--- config.mk ---
export PLATFORM = sky130hd
export DESIGN_NAME = alu_control_muldiv
export DESIGN_NICKNAME = d
export VERILOG_FILES = /design/src/rtl/alu_control_muldiv.sv
export SDC_FILE = /design/constraint.sdc
export NUM_CORES = 1
export LEC_CHECK = 0
export BUFFER_PORTS_ARGS = -buffer_cell sky130_fd_sc_hd__buf_2
export CORE_MARGIN = 2
export CORE_UTILIZATION = 45
export DETAILED_ROUTE_END_ITERATION = 8
export GPL_TIMING_DRIVEN = 0
export PLACE_DENSITY = 0.73
export SLEW_MARGIN = 20
export SYNTH_ARGS = -nofsm -noshare
export SYNTH_HDL_FRONTEND = slang
export SYNTH_SLANG_ARGS = --single-unit
--- constraint.sdc ---
create_clock -name clk -period 6.5 [get_ports clk]
set_clock_uncertainty 0.15 [all_clocks]
set_input_delay 0 -clock clk [delete_from_list [all_inputs] [get_ports clk]]
set_output_delay 0 -clock clk [all_outputs]
set_load 0.05 [all_outputs]
--- src/rtl/alu_control_muldiv.sv ---
// alu_control_muldiv
//   ALU control decode for the MIPS core, plus an iterative multiply/divide
//   sequencer that owns the HI/LO registers and stalls the pipeline while it
//   runs. The decode is purely combinational. Multiply and divide each retire
//   one bit per cycle and finish in a final cycle that writes HI/LO.
//
//   Configuration macro: ALU_CTRL_DIV_EN
//     defined   -> div/divu are decoded and the restoring divider is built
//     undefined -> funct 1A/1B decode as illegal and never start the sequencer
//
// Parameters
//   DATA_W   operand width; HI and LO are DATA_W bits each
//   CTRL_W   ALU control code width (>= 4, codes are zero-extended)
//
// Ports
//   clk, rst      clock and asynchronous active-high reset
//   op, funct     ALUOp from main control and instruction funct field
//   in_valid      the instruction in this stage is real (not a bubble)
//   a, b          rs and rt operands
//   control       ALU control code
//   rd_sel        writeback source: 00 ALU, 01 HI, 10 LO
//   illegal       R-type with an unrecognised funct
//   stall         high while the sequencer is busy
//   md_done       one-cycle pulse in the final sequencer cycle
//   hi, lo        HI/LO registers

module alu_control_muldiv #(
  parameter int DATA_W = 32,
  parameter int CTRL_W = 4
) (
  input  logic              clk,
  input  logic              rst,
  input  logic [5:0]        op,
  input  logic [5:0]        funct,
  input  logic              in_valid,
  input  logic [DATA_W-1:0] a,
  input  logic [DATA_W-1:0] b,
  output logic [CTRL_W-1:0] control,
  output logic [1:0]        rd_sel,
  output logic              illegal,
  output logic              stall,
  output logic              md_done,
  output logic [DATA_W-1:0] hi,
  output logic [DATA_W-1:0] lo
);

  localparam int CNT_W = $clog2(DATA_W + 1);

  localparam logic [5:0] OP_ADD   = 6'h00;
  localparam logic [5:0] OP_SUB   = 6'h01;
  localparam logic [5:0] OP_RTYPE = 6'h02;
  localparam logic [5:0] OP_ADDIU = 6'h09;
  localparam logic [5:0] OP_SLTI  = 6'h0A;
  localparam logic [5:0] OP_SLTIU = 6'h0B;
  localparam logic [5:0] OP_ANDI  = 6'h0C;
  localparam logic [5:0] OP_ORI   = 6'h0D;
  localparam logic [5:0] OP_LUI   = 6'h0F;
  localparam logic [5:0] OP_SH    = 6'h28;
  localparam logic [5:0] OP_SB    = 6'h29;

  localparam logic [5:0] F_JR    = 6'h08;
  localparam logic [5:0] F_BREAK = 6'h0D;
  localparam logic [5:0] F_MFHI  = 6'h10;
  localparam logic [5:0] F_MFLO  = 6'h12;
  localparam logic [5:0] F_MULT  = 6'h18;
  localparam logic [5:0] F_MULTU = 6'h19;
`ifdef ALU_CTRL_DIV_EN
  localparam logic [5:0] F_DIV   = 6'h1A;
  localparam logic [5:0] F_DIVU  = 6'h1B;
`endif
  localparam logic [5:0] F_ADD   = 6'h20;
  localparam logic [5:0] F_ADDU  = 6'h21;
  localparam logic [5:0] F_SUB   = 6'h22;
  localparam logic [5:0] F_SUBU  = 6'h23;
  localparam logic [5:0] F_AND   = 6'h24;
  localparam logic [5:0] F_OR    = 6'h25;
  localparam logic [5:0] F_XOR   = 6'h26;
  localparam logic [5:0] F_SLT   = 6'h2A;
  localparam logic [5:0] F_SLTU  = 6'h2B;

  typedef enum logic [1:0] {
    S_IDLE = 2'd0,
    S_MUL  = 2'd1,
`ifdef ALU_CTRL_DIV_EN
    S_DIV  = 2'd3,
`endif
    S_FIN  = 2'd2
  } state_t;

  state_t state, next_state;

  logic [3:0]          ctrl_code;
  logic                is_mul_op;
  logic                signed_op;
  logic                start;

  // Sequencer datapath. opa holds the multiplicand (mult) or divisor (div).
  // acc holds {partial product, multiplier} for mult and
  // {remainder, dividend/quotient} for div; it is one bit wider than 2*DATA_W
  // so the shift-add carry has somewhere to live.
  logic [DATA_W-1:0]   opa;
  logic [2*DATA_W:0]   acc;
  logic [CNT_W-1:0]    cnt;
  logic                neg_res;

  logic [DATA_W-1:0]   abs_a;
  logic [DATA_W-1:0]   abs_b;
  logic [DATA_W:0]     mul_sum;
  logic [2*DATA_W:0]   mul_next;
  logic [2*DATA_W-1:0] prod_signed;

`ifdef ALU_CTRL_DIV_EN
  logic                is_div_op;
  logic                is_div;
  logic                neg_rem;
  logic                div_zero;
  logic [DATA_W-1:0]   raw_a;
  logic [DATA_W:0]     div_sh;
  logic [DATA_W:0]     div_diff;
  logic                div_ge;
  logic [2*DATA_W:0]   div_next;
  logic [DATA_W-1:0]   quot_signed;
  logic [DATA_W-1:0]   rem_signed;
`endif

  // Decode depends only on op/funct, never on in_valid or sequencer state.
  always_comb begin
    ctrl_code = 4'b0000;
    rd_sel    = 2'b00;
    illegal   = 1'b0;
    is_mul_op = 1'b0;
    signed_op = 1'b0;
`ifdef ALU_CTRL_DIV_EN
    is_div_op = 1'b0;
`endif
    case (op)
      OP_ADD:   ctrl_code = 4'b0010;
      OP_SUB:   ctrl_code = 4'b0110;
      OP_ORI:   ctrl_code = 4'b0001;
      OP_ANDI:  ctrl_code = 4'b0000;
      OP_ADDIU: ctrl_code = 4'b0100;
      OP_SLTI:  ctrl_code = 4'b0111;
      OP_SLTIU: ctrl_code = 4'b1011;
      OP_LUI:   ctrl_code = 4'b1010;
      OP_SB:    ctrl_code = 4'b1101;
      OP_SH:    ctrl_code = 4'b1100;
      OP_RTYPE: begin
        case (funct)
          F_AND:   ctrl_code = 4'b0000;
          F_OR:    ctrl_code = 4'b0001;
          F_ADD:   ctrl_code = 4'b0010;
          F_JR:    ctrl_code = 4'b0010;
          F_XOR:   ctrl_code = 4'b0011;
          F_ADDU:  ctrl_code = 4'b0100;
          F_SUBU:  ctrl_code = 4'b0101;
          F_SUB:   ctrl_code = 4'b0110;
          F_SLT:   ctrl_code = 4'b0111;
          F_SLTU:  ctrl_code = 4'b1011;
          F_BREAK: ctrl_code = 4'b1111;
          F_MFHI:  rd_sel    = 2'b01;
          F_MFLO:  rd_sel    = 2'b10;
          F_MULT: begin
            ctrl_code = 4'b1000;
            is_mul_op = 1'b1;
            signed_op = 1'b1;
          end
          F_MULTU: begin
            ctrl_code = 4'b1001;
            is_mul_op = 1'b1;
          end
`ifdef ALU_CTRL_DIV_EN
          F_DIV: begin
            ctrl_code = 4'b1110;
            is_div_op = 1'b1;
            signed_op = 1'b1;
          end
          F_DIVU: begin
            ctrl_code = 4'b1110;
            is_div_op = 1'b1;
          end
`endif
          default: illegal = 1'b1;
        endcase
      end
      default: ctrl_code = 4'b0000;
    endcase
  end

  assign control = CTRL_W'(ctrl_code);

`ifdef ALU_CTRL_DIV_EN
  assign start = in_valid & (is_mul_op | is_div_op) & (state == S_IDLE);
`else
  assign start = in_valid & is_mul_op & (state == S_IDLE);
`endif

  assign stall   = (state != S_IDLE);
  assign md_done = (state == S_FIN);

  // Magnitudes for signed ops; MIN maps to itself, which is the correct
  // unsigned magnitude 2^(DATA_W-1).
  assign abs_a = (signed_op & a[DATA_W-1]) ? -a : a;
  assign abs_b = (signed_op & b[DATA_W-1]) ? -b : b;

  // One shift-add step: conditionally add the multiplicand to the upper half,
  // then shift the whole accumulator right, retiring one multiplier bit.
  assign mul_sum     = acc[2*DATA_W:DATA_W] + (acc[0] ? {1'b0, opa} : {(DATA_W+1){1'b0}});
  assign mul_next    = {1'b0, mul_sum, acc[DATA_W-1:1]};
  assign prod_signed = neg_res ? -acc[2*DATA_W-1:0] : acc[2*DATA_W-1:0];

`ifdef ALU_CTRL_DIV_EN
  // One restoring-division step: shift the next dividend bit into the
  // remainder and subtract the divisor if it fits; the fit bit becomes the
  // next quotient bit shifted in at the bottom.
  assign div_sh      = {acc[2*DATA_W-1:DATA_W], acc[DATA_W-1]};
  assign div_ge      = (div_sh >= {1'b0, opa});
  assign div_diff    = div_sh - {1'b0, opa};
  assign div_next    = {(div_ge ? div_diff : div_sh), acc[DATA_W-2:0], div_ge};
  assign quot_signed = neg_res ? -acc[DATA_W-1:0] : acc[DATA_W-1:0];
  assign rem_signed  = neg_rem ? -acc[2*DATA_W-1:DATA_W] : acc[2*DATA_W-1:DATA_W];
`endif

  always_ff @(posedge clk or posedge rst) begin
    if (rst) begin
      state <= S_IDLE;
    end else begin
      state <= next_state;
    end
  end

  always_comb begin
    next_state = state;
    case (state)
      S_IDLE: begin
        if (start) begin
`ifdef ALU_CTRL_DIV_EN
          next_state = is_div_op ? S_DIV : S_MUL;
`else
          next_state = S_MUL;
`endif
        end
      end
      S_MUL: begin
        if (cnt == CNT_W'(1)) next_state = S_FIN;
      end
`ifdef ALU_CTRL_DIV_EN
      S_DIV: begin
        if (cnt == CNT_W'(1)) next_state = S_FIN;
      end
`endif
      S_FIN:   next_state = S_IDLE;
      default: next_state = S_IDLE;
    endcase
  end

  // Operand latch on start, per-bit iteration, and HI/LO writeback in FIN.
  // Reset discards any in-flight operation.
  always_ff @(posedge clk or posedge rst) begin
    if (rst) begin
      opa     <= '0;
      acc     <= '0;
      cnt     <= '0;
      neg_res <= 1'b0;
      hi      <= '0;
      lo      <= '0;
`ifdef ALU_CTRL_DIV_EN
      is_div   <= 1'b0;
      neg_rem  <= 1'b0;
      div_zero <= 1'b0;
      raw_a    <= '0;
`endif
    end else begin
      case (state)
        S_IDLE: begin
          if (start) begin
            cnt     <= CNT_W'(DATA_W);
            neg_res <= signed_op & (a[DATA_W-1] ^ b[DATA_W-1]);
`ifdef ALU_CTRL_DIV_EN
            is_div   <= is_div_op;
            neg_rem  <= signed_op & a[DATA_W-1];
            div_zero <= (b == '0);
            raw_a    <= a;
            if (is_div_op) begin
              opa <= abs_b;
              acc <= {{(DATA_W+1){1'b0}}, abs_a};
            end else begin
              opa <= abs_a;
              acc <= {{(DATA_W+1){1'b0}}, abs_b};
            end
`else
            opa <= abs_a;
            acc <= {{(DATA_W+1){1'b0}}, abs_b};
`endif
          end
        end
        S_MUL: begin
          acc <= mul_next;
          cnt <= cnt - CNT_W'(1);
        end
`ifdef ALU_CTRL_DIV_EN
        S_DIV: begin
          acc <= div_next;
          cnt <= cnt - CNT_W'(1);
        end
`endif
        S_FIN: begin
`ifdef ALU_CTRL_DIV_EN
          if (is_div) begin
            if (div_zero) begin
              lo <= '1;
              hi <= raw_a;
            end else begin
              lo <= quot_signed;
              hi <= rem_signed;
            end
          end else begin
            {hi, lo} <= prod_signed;
          end
`else
          {hi, lo} <= prod_signed;
`endif
        end
        default: ;
      endcase
    end
  end

endmodule

==> results of run 1 <==
==> metrics by stage <==
stage | cell area [sq um] | hold WS (ns)
after floorplan | 11100 | -0.0173
after global placement | 12200 | 0.166
after detailed placement | 12300 | -0.0561
after CTS | 13900 | 0.0262
after global routing | 13900 | 0.0493
final | 13900 | 0.00201
==> flip-flops by register name, summed over array words and instances (netlist names) <==
| name | flops |
|---|---|
| state | 2 |
| neg_res | 1 |
| lo | 32 |
| cnt | 6 |
| acc | 64 |
| hi | 32 |
| opa | 32 |
==> power groups by stage <==
stage / Combinational, mW / Sequential (mW) / Clock, mW
6_report: 0.195 / 1.08 / 1.00
2_1_floorplan: 0.0784 / 1.09 / 0
3_5_place_dp: 0.144 / 1.10 / 0
5_1_grt: 0.215 / 1.08 / 1.05
4_1_cts: 0.190 / 1.08 / 1.01
3_3_place_gp: 0.138 / 1.10 / 0
==> final timing paths <==
check / startpoint / to / cells after the start
max in group asynchronous: rst / hi[19] / 4
worst max-delay path: acc[0] / acc[56] / 12
min in group clk: funct[3] / acc[39] / 4
worst min register to register: opa[31] / opa[31] / 2
worst max register to register: acc[0] / acc[56] / 12
worst min-delay path: rst / lo[21] / 3
==> layer usage <==
| metal | track usage (%) | vias to the layer above |
|---|---|---|
| met3 | 3.77 | 91 |
| met2 | 40.2 | 392 |
| met4 | 9.74 | 0 |
| met1 | 33.9 | 5103 |
| li1 | - | 5240 |
| met5 | 0 | - |
==> worst max-delay path, delay by kind of cell (launching register included) <==
family                     cells  cell delay, ns
AOI/OAI and AO/OA              7            2.27
DFF                            1            0.54
buffers and inverters          2            0.48
and+or+nand+nor                2            0.29
adders and majority gates      1            0.23
==> placed cells by master (no fill, tap or decap), types with 10 or more instances in the layout <==
cell / count
a21o_1: 16
a21oi_1: 57
a22oi_1: 32
a31oi_1: 13
and2_1: 35
buf_2: 151
clkbuf_1: 69
clkbuf_16: 17
dfrtp_1: 169
dlygate4sd3_1: 104
ha_1: 37
inv_1: 24
nand2_1: 170
nand2b_1: 14
nand3_1: 39
nand4_1: 11
nor2_1: 35
nor2b_1: 10
nor3_1: 28
o21ai_0: 212
o31ai_1: 38
o41ai_1: 17
or3_1: 24
or4_1: 13
xnor2_1: 30
xor2_1: 117
==> kinds of logic after synthesis <==
| family | after synthesis |
|---|---|
| multiplexers | 5 |
| XOR/XNOR | 147 |
| AND/OR/NAND/NOR | 423 |
| AO/OA/AOI/OAI | 418 |
| flip-flops | 169 |
| adder cells (fa/ha/maj) | 38 |
| buffers and inverters | 100 |
==> what timing repair did <==
item	4_1_cts	5_1_grt
gates resized for setup	0	0
hold endpoints to repair	201	0
hold buffers	104	0
==> final cells by class <==
class	instances	area (sq um)
Inverter	25	101
Timing Repair Buffer	254	1810
Clock buffer	18	439
Buffer	75	305
Multi-Input combinational cell	1031	6450
Clock inverter	13	133
Tap cell	324	405
Fill cell	2224	10400
Sequential cell	169	4230
==> impl_metrics.yaml, run 1 <==
status:
  outcome: "finished, final reports clean"
pwr:
  p_per_area_mw_per_mm2: 164
  leakagePower_nw: 6.05
  power_mw: 2.28
  power_frac_seq_pct: 47.5
  p_sw_uw: 576
  comb_power_share_pct: 8.5
  vdd_ir_drop_max_mv: 0.191
  intPower_mw: 1.70
  clkPwrFrac_pct: 44.0
  sw_frac_of_total_pct: 25.3
setup_path:
  critPathKind: "reg -> reg"
  worst-r2r-setup-slack_ns: 2.42
  worstPathArrival_ns: 4.25
  cpPeakStageDelay_ns: 0.57
  crit_required_ns: 6.67
  end_kind: "flop"
  crit_chain: "clkbuf_1 -> nand2_1 -> inv_1 -> ha_1 -> a21o_1 -> a21oi_1 -> o21ai_0 -> a31oi_1 -> o21ai_0 -> a21oi_1 -> nor4_1 -> a211o_1"
  slowest_stage: "a21oi_1"
  crit_fanout: 10
  cp-start-kind: "flop"
synth:
  yosys-top-cells-count: "212 x o21ai_0, 170 x nand2_1, 169 x dfrtp_1"
  yosysMostFrequentCell: "o21ai_0"
  synth_nets: 1417
  synth.mux.area_fraction_pct: 0.452
  synth-edff-count: 0
  synth_top_family_by_area: "compound AO/OA/AOI/OAI gates"
  syn_inst: 1300
  synth_ff_type: "dfrtp_1"
  synth.largest_area_cell: "dfrtp_1"
  netlist.area_leader.share_pct: 38.2
  yosysWarnings: 0
  syn_area_sq_mm: 0.0111
  synth-seq-cells: 169
  synthXorXnorAreaFrac_pct: 11.6
  synth_fa_ha_area_share_pct: 4.36
  ys_async_sr_fraction_pct: 100
  synthSimpleGateAreaFrac_pct: 19.2
  synth_cell_types: 62
  synth_area_leaders: "dfrtp_1 38%, o21ai_0 9.6%, xor2_1 9.2%, nand2_1 5.8%, ha_1 4.2%"
  syn_area_per_cell_sq_um: 8.52
  synth_seq_area_share_pct: 38.2
  synth_compound_area_share_pct: 22.6
global_routing:
  grt_max_degree: 96
  grtUsageTotal_pct: 24.9
  overflow: 0
  grt_first_pass_wirelength_um: 52300
  first_global_vias: 10279
  antenna_found_initial: 0
drt:
  route.met2.wl_um: 14800
  drt_wl_total_um: 32400
  drc: 0
  wl_per_cell_um: 16.9
  dr_wl_met3_um: 1940
  drt-met1-wl_um: 14600
  antenna_left: 0
  routed-via-count: 10826
  highest_layer: "met4"
  drt_iter0_drc: 784
  vias_per_cell: 5.67
  firstDrtPassIters: 5
sta:
  setup_tns_ns: 0
  max_freq_ghz: 0.245
  period_needed_ns: 4.08
  finalHoldViolations: 0
  post-route-worst-setup-slack_ns: 2.42
  setup_viol_count_final: 0
  finalMaxSlewViolations: 0
  slew_headroom_pct: 56.2
  rsz0062_at_grt: "false"
  worst_slew_pin_slew_ns: 0.652
  finalCritPeriodShare_pct: 62.7
clock_network:
  cts_tree: "built"
  cts_sinks: 169
  path_clk_slew_ns: 0.07
  clock_latency_ns: 0.44
  cts_setup_buffers: 0
  ctsLongestPathBuffers: 2
  htreeDepth: 4
  cts-root-buf: "clkbuf_16"
  cts_buffers: 17
cells_and_area:
  utilization_pct: 57.2
  fin_cells: 1909
  final_nets: 1690
  diodes: 0
  syn2layout_area_growth_pct: 25.3
  drive_gt1_share_pct: 12.8
place:
  dp.cells: 1774
  place_congestion: 0.912
  dp_slack_ns: 2.52
  dp_hpwl_um: 24000
  io_buffers: 149
floorplanning:
  die_w_um: 161
  coreArea_sq_mm: 0.0242
  start_util_pct: 45.7
  die_area_sq_mm: 0.0259
  rows: 57
  io_pins: 152
  die_h_um: 161
worst_hold_path:
  hold_class: "in -> async"
run:
  cap_viol_max_count: 0
Power figures use the tool's default switching activity.
==> inputs of run 2 (changes only) <==
--- a/config.mk
+++ b/config.mk
@@ -10,7 +10,7 @@
 export CORE_UTILIZATION = 45
 export DETAILED_ROUTE_END_ITERATION = 8
 export GPL_TIMING_DRIVEN = 0
-export PLACE_DENSITY = 0.73
+export PLACE_DENSITY = 0.75
 export SLEW_MARGIN = 20
 export SYNTH_ARGS = -nofsm -noshare
 export SYNTH_HDL_FRONTEND = slang
==> constraint.sdc (replaced) <==
create_clock -name clk -period 3.5 [get_ports clk]
set_clock_uncertainty 0.15 [all_clocks]
set_input_delay 0 -clock clk [delete_from_list [all_inputs] [get_ports clk]]
set_output_delay 0 -clock clk [all_outputs]
set_load 0.05 [all_outputs]
==> impl_metrics.yaml, run 2 (synthesis gave the netlist of run 1 again) <==
status:
  outcome: "finished, final reports clean"
sta:
  worst_slew_pin_slew_ns: 0.707
  finalCritPeriodShare_pct: 98.4
  hold_ws_ns: 0.0231
  rsz0062_at_grt: "true"
  setup_viol_count_final: 0
  max_freq_ghz: 0.290
  finalMaxSlewViolations: 0
  period_needed_ns: 3.44
  finalHoldViolations: 0
  slew_headroom_pct: 51.7
drt:
  routed-via-count: 10967
  drc: 0
  firstDrtPassIters: 6
  wl_per_cell_um: 17.3
  antenna_left: 0
  drt_wl_total_um: 33100
  vias_per_cell: 5.74
  drt_iter0_drc: 828
cells_and_area:
  final_cell_mix: "206 x o21ai_0, 170 x nand2_1, 168 x dfrtp_1"
  drive_gt1_share_pct: 14.3
  utilization_pct: 57.7
  top_register: "acc"
  fin_area_sq_mm: 0.0140
  final_nets: 1690
  mostFrequentLayoutCell: "o21ai_0"
  largest_reg_flops: 64
  fin_cells: 1911
  syn2layout_area_growth_pct: 26.4
global_routing:
  grtUsageMet1_pct: 34.4
  gr-usage-met2_pct: 41.1
  grt_max_degree: 36
  busiest_layer: "met2"
  grtUsageTotal_pct: 25.3
  antenna_found_initial: 0
  grt_first_pass_wirelength_um: 53100
  first_global_vias: 10532
  met3_usage_pct: 3.77
  overflow: 0
setup_path:
  critPathKind: "in -> reg"
  cpPeakStageDelay_ns: 0.56
  crit_fanout: 4
  crit_chain: "dlygate4sd3_1 -> buf_2 -> or4_1 -> or3_4 -> or4_4 -> or4_4 -> o21ai_0 -> xor2_1 -> dlygate4sd3_1 -> o21ai_0"
  critPathTopFamily: "simple AND/OR/NAND/NOR gates"
  end_kind: "flop"
  reg2reg_from: "acc[0]"
  reg2regPathDepth: 13
  crit_required_ns: 3.65
  worst-r2r-setup-slack_ns: 0.07
  slowest_stage: "or4_1"
  cp-start-kind: "primary input"
  worstPathArrival_ns: 3.59
  r2r_end: "acc[61]"
  timing.critical_path.buf_inv: 3
floorplanning:
  io_pins: 152
  start_util_pct: 45.7
  die_h_um: 161
  die_w_um: 161
  coreArea_sq_mm: 0.0242
  die_area_sq_mm: 0.0259
  rows: 57
clock_network:
  path_clk_slew_ns: 0.07
  cts_sinks: 169
  htreeDepth: 4
  cts_tree: "built"
  cts-root-buf: "clkbuf_16"
  clock_latency_ns: 0.44
  cts_buffers: 17
  ctsLongestPathBuffers: 2
pwr:
  leakagePower_nw: 6.10
  p_per_area_mw_per_mm2: 301
  vdd_ir_drop_max_mv: 0.310
place:
  dp.cells: 1778
  io_buffers: 149
  place_area_sq_mm: 0.0123
  place_congestion: 0.927
  dp_hpwl_um: 24300
worst_hold_path:
  holdPathStages: 5
  hold_end: "acc[39]"
  hold_class: "in -> reg"
  holdCritStartpoint: "funct[5]"
run:
  cap_viol_max_count: 0
## run 2: cell count changes in the layout (fill, tap and decap cells not counted), sizes merged
cell and change:
bufinv -1, dlygate4sd3 -8, clkinvlp +4, clkinv +1, buf +8, diode +1
inv -3
## run 2: final cells by class
| type | count | area [sq um] |
|---|---|---|
| Buffer | 75 | 315 |
| Multi-Input combinational cell | 1031 | 6540 |
| Clock buffer | 18 | 439 |
| Tap cell | 324 | 405 |
| Timing Repair Buffer | 254 | 1840 |
| Clock inverter | 14 | 135 |
| Fill cell | 2160 | 10200 |
| Antenna cell | 1 | 2.50 |
| Sequential cell | 169 | 4230 |
| Inverter | 25 | 97.6 |
## run 2: worst max-delay path by stage
stage | start | end | slack, ns | cells after the start
2_1_floorplan | acc[0] | acc[61] | 0.23 | 12
3_3_place_gp | acc[0] | acc[61] | -0.37 | 12
3_5_place_dp | acc[0] | acc[61] | -0.48 | 12
4_1_cts | acc[0] | acc[61] | 0.03 | 12
5_1_grt | b[21] | acc[30] | -0.03 | 10
6_report | b[21] | acc[30] | 0.06 | 10
## run 2: repair_timing
item                                    CTS  global route
resized for setup                        11            17
endpoints found under the setup margin   11            12
setup buffers                             0             4
pin swaps                                 2             6
cloned                                    0             0
hold buffers                             97             0
hold endpoints to repair                235             0
## run 2: per-layer routing
metal  wire (um)  vias up
li1            -     5240
met1       14600     5147
met2       15200      478
met3        2210      102
met4        1050        0
met5           0        -
## run 2: metrics by stage
stage / total power, mW / setup WS (ns) / TNS (ns)
6_report: 4.22 / 0.0551 / 0
5_1_grt: 4.35 / -0.0272 / -0.0758
4_1_cts: 4.21 / 0.0283 / 0
3_5_place_dp: 2.32 / -0.475 / -2.59
3_3_place_gp: 2.30 / -0.371 / -1.79
2_1_floorplan: 2.18 / 0.228 / 0
## run 2: power breakdown
part | internal [mW] | switching, mW
Combinational | 0.179 | 0.191
Clock | 0.956 | 0.882
Sequential | 1.97 | 0.0354
## run 2: worst min-delay path: stages
cell     delay [ns]
buf_2          0.08
nor2_1         0.06
nand2_1        0.11
nor3_1         0.13
o21ai_0        0.19
==> inputs of run 3 (changes only) <==
--- a/config.mk
+++ b/config.mk
@@ -5,7 +5,7 @@
 export SDC_FILE = /design/constraint.sdc
 export NUM_CORES = 1
 export LEC_CHECK = 0
-export BUFFER_PORTS_ARGS = -buffer_cell sky130_fd_sc_hd__buf_2
+export BUFFER_PORTS_ARGS = -buffer_cell sky130_fd_sc_hd__clkbuf_2
 export CORE_MARGIN = 2
 export CORE_UTILIZATION = 45
 export DETAILED_ROUTE_END_ITERATION = 8
==> impl_metrics.yaml, run 3 (synthesis gave the netlist of run 1 again) <==
status:
  outcome: "finished, final reports clean"
setup_path:
  reg2reg_from: "acc[0]"
  crit_chain: "dlygate4sd3_1 -> clkbuf_2 -> or4_1 -> or3_4 -> or4_4 -> or4_4 -> o31ai_2 -> nand3_1 -> dlygate4sd3_1 -> a31oi_1"
  crit_fanout: 4
  cpPeakStageDelay_ns: 0.60
  timing.critical_path.buf_inv: 3
  critPathKind: "in -> reg"
  worstPathArrival_ns: 3.64
  crit_required_ns: 3.71
  cp-start-kind: "primary input"
  end_kind: "flop"
  worstSetupStartpoint: "b[21]"
  slowest_stage: "dlygate4sd3_1"
  critPathTopFamily: "simple AND/OR/NAND/NOR gates"
global_routing:
  overflow: 0
  grt_max_degree: 37
  first_global_vias: 10368
  antenna_found_initial: 0
  grtUsageTotal_pct: 25.3
  grt_first_pass_wirelength_um: 52900
floorplanning:
  die_w_um: 161
  rows: 57
  io_pins: 152
  coreArea_sq_mm: 0.0242
  start_util_pct: 45.7
  die_h_um: 161
  die_area_sq_mm: 0.0259
pwr:
  leakagePower_nw: 6.14
  sw_frac_of_total_pct: 25.3
  comb_power_share_pct: 8.7
  p_sw_mw: 1.07
  power_frac_seq_pct: 47.3
  vdd_ir_drop_max_mv: 0.304
  p_per_area_mw_per_mm2: 303
  intPower_mw: 3.17
  clkPwrFrac_pct: 44.0
  power_mw: 4.24
drt:
  vias_per_cell: 5.73
  drt_wl_total_um: 32800
  wl_per_cell_um: 17.2
  drt_iter0_drc: 938
  drc: 0
  antenna_left: 0
  routed-via-count: 10941
  firstDrtPassIters: 6
clock_network:
  htreeDepth: 4
  cts_tree: "built"
  path_clk_slew_ns: 0.07
  cts_buffers: 17
  clock_latency_ns: 0.43
  cts-root-buf: "clkbuf_16"
  ctsLongestPathBuffers: 2
  cts_sinks: 169
cells_and_area:
  top_register: "acc"
  diodes: 0
  utilization_pct: 57.8
  mostFrequentLayoutCell: "o21ai_0"
  largest_reg_flops: 64
  final_nets: 1691
  drive_gt1_share_pct: 14.6
  syn2layout_area_growth_pct: 26.6
  final_cell_mix: "208 x o21ai_0, 170 x nand2_1, 168 x dfrtp_1"
sta:
  finalMaxSlewViolations: 0
  slew_headroom_pct: 53.8
  finalCritPeriodShare_pct: 98.0
  finalHoldViolations: 0
  setup_viol_count_final: 0
  max_freq_ghz: 0.291
  period_needed_ns: 3.43
  setup_tns_ns: 0
  rsz0062_at_grt: "true"
  worst_slew_pin_slew_ns: 0.688
worst_hold_path:
  holdCritStartpoint: "funct[1]"
  hold_class: "in -> reg"
place:
  dp_hpwl_um: 24600
  io_buffers: 149
  place_congestion: 0.909
run:
  cap_viol_max_count: 0
run 3: path summary, 6_finish.rpt:
path,end,slack [ns],cells past startpoint
worst max-delay path,acc[31],0.07,10
worst min-delay path,acc[39],0.007,5
worst max register to register,hi[5],0.18,9
worst min register to register,cnt[5],0.32,1
max in group asynchronous,acc[44],1.96,6
min in group asynchronous,lo[21],0.53,4
run 3: tightest hold or removal path: stages:
cell and delay (ns):
clkbuf_2 0.09, nor2_1 0.07, nand2_1 0.11, nor3_1 0.12, o21ai_0 0.16
run 3: what timing repair did:
action,in CTS,in global routing
hold endpoints to repair,235,0
cloned,0,0
setup endpoints to repair,11,29
hold buffers,97,0
setup buffers,1,3
gates resized for setup,9,24
pin swaps,2,3
run 3: layout make-up:
type	instances	area, sq um
Sequential cell	169	4230
Tap cell	324	405
Clock buffer	18	439
Buffer	75	318
Inverter	25	97.6
Fill cell	2142	10200
Clock inverter	13	136
Multi-Input combinational cell	1031	6550
Timing Repair Buffer	255	1850
run 3: metrics by stage:
stage	hold WS (ns)	cell area (sq um)	setup slack, ns	instances
after floorplan	-0.0173	11100	0.228	1300
after global placement	0.169	12200	-0.545	1773
after detailed placement	-0.179	12300	-0.571	1778
after CTS	0.00572	13900	-0.0369	1907
after global routing	0.0676	14000	-0.0464	1910
final	0.00709	14000	0.0690	1910
run 3: power by group through the flow:
stage	registers (mW)	logic [mW]	clock network, mW
final	2.01	0.369	1.87
after global routing	2.01	0.407	1.96
after CTS	2.01	0.361	1.89
after detailed placement	2.04	0.277	0
after global placement	2.04	0.256	0
after floorplan	2.03	0.146	0
run 3: per-layer routing:
metal | vias to the layer above | track usage [%] | wire length (um)
met5 | - | 0 | 0
met4 | 0 | 9.58 | 1040
met3 | 111 | 4.16 | 2310
met2 | 498 | 40.2 | 15000
met1 | 5084 | 34.7 | 14400
li1 | 5248 | - | -
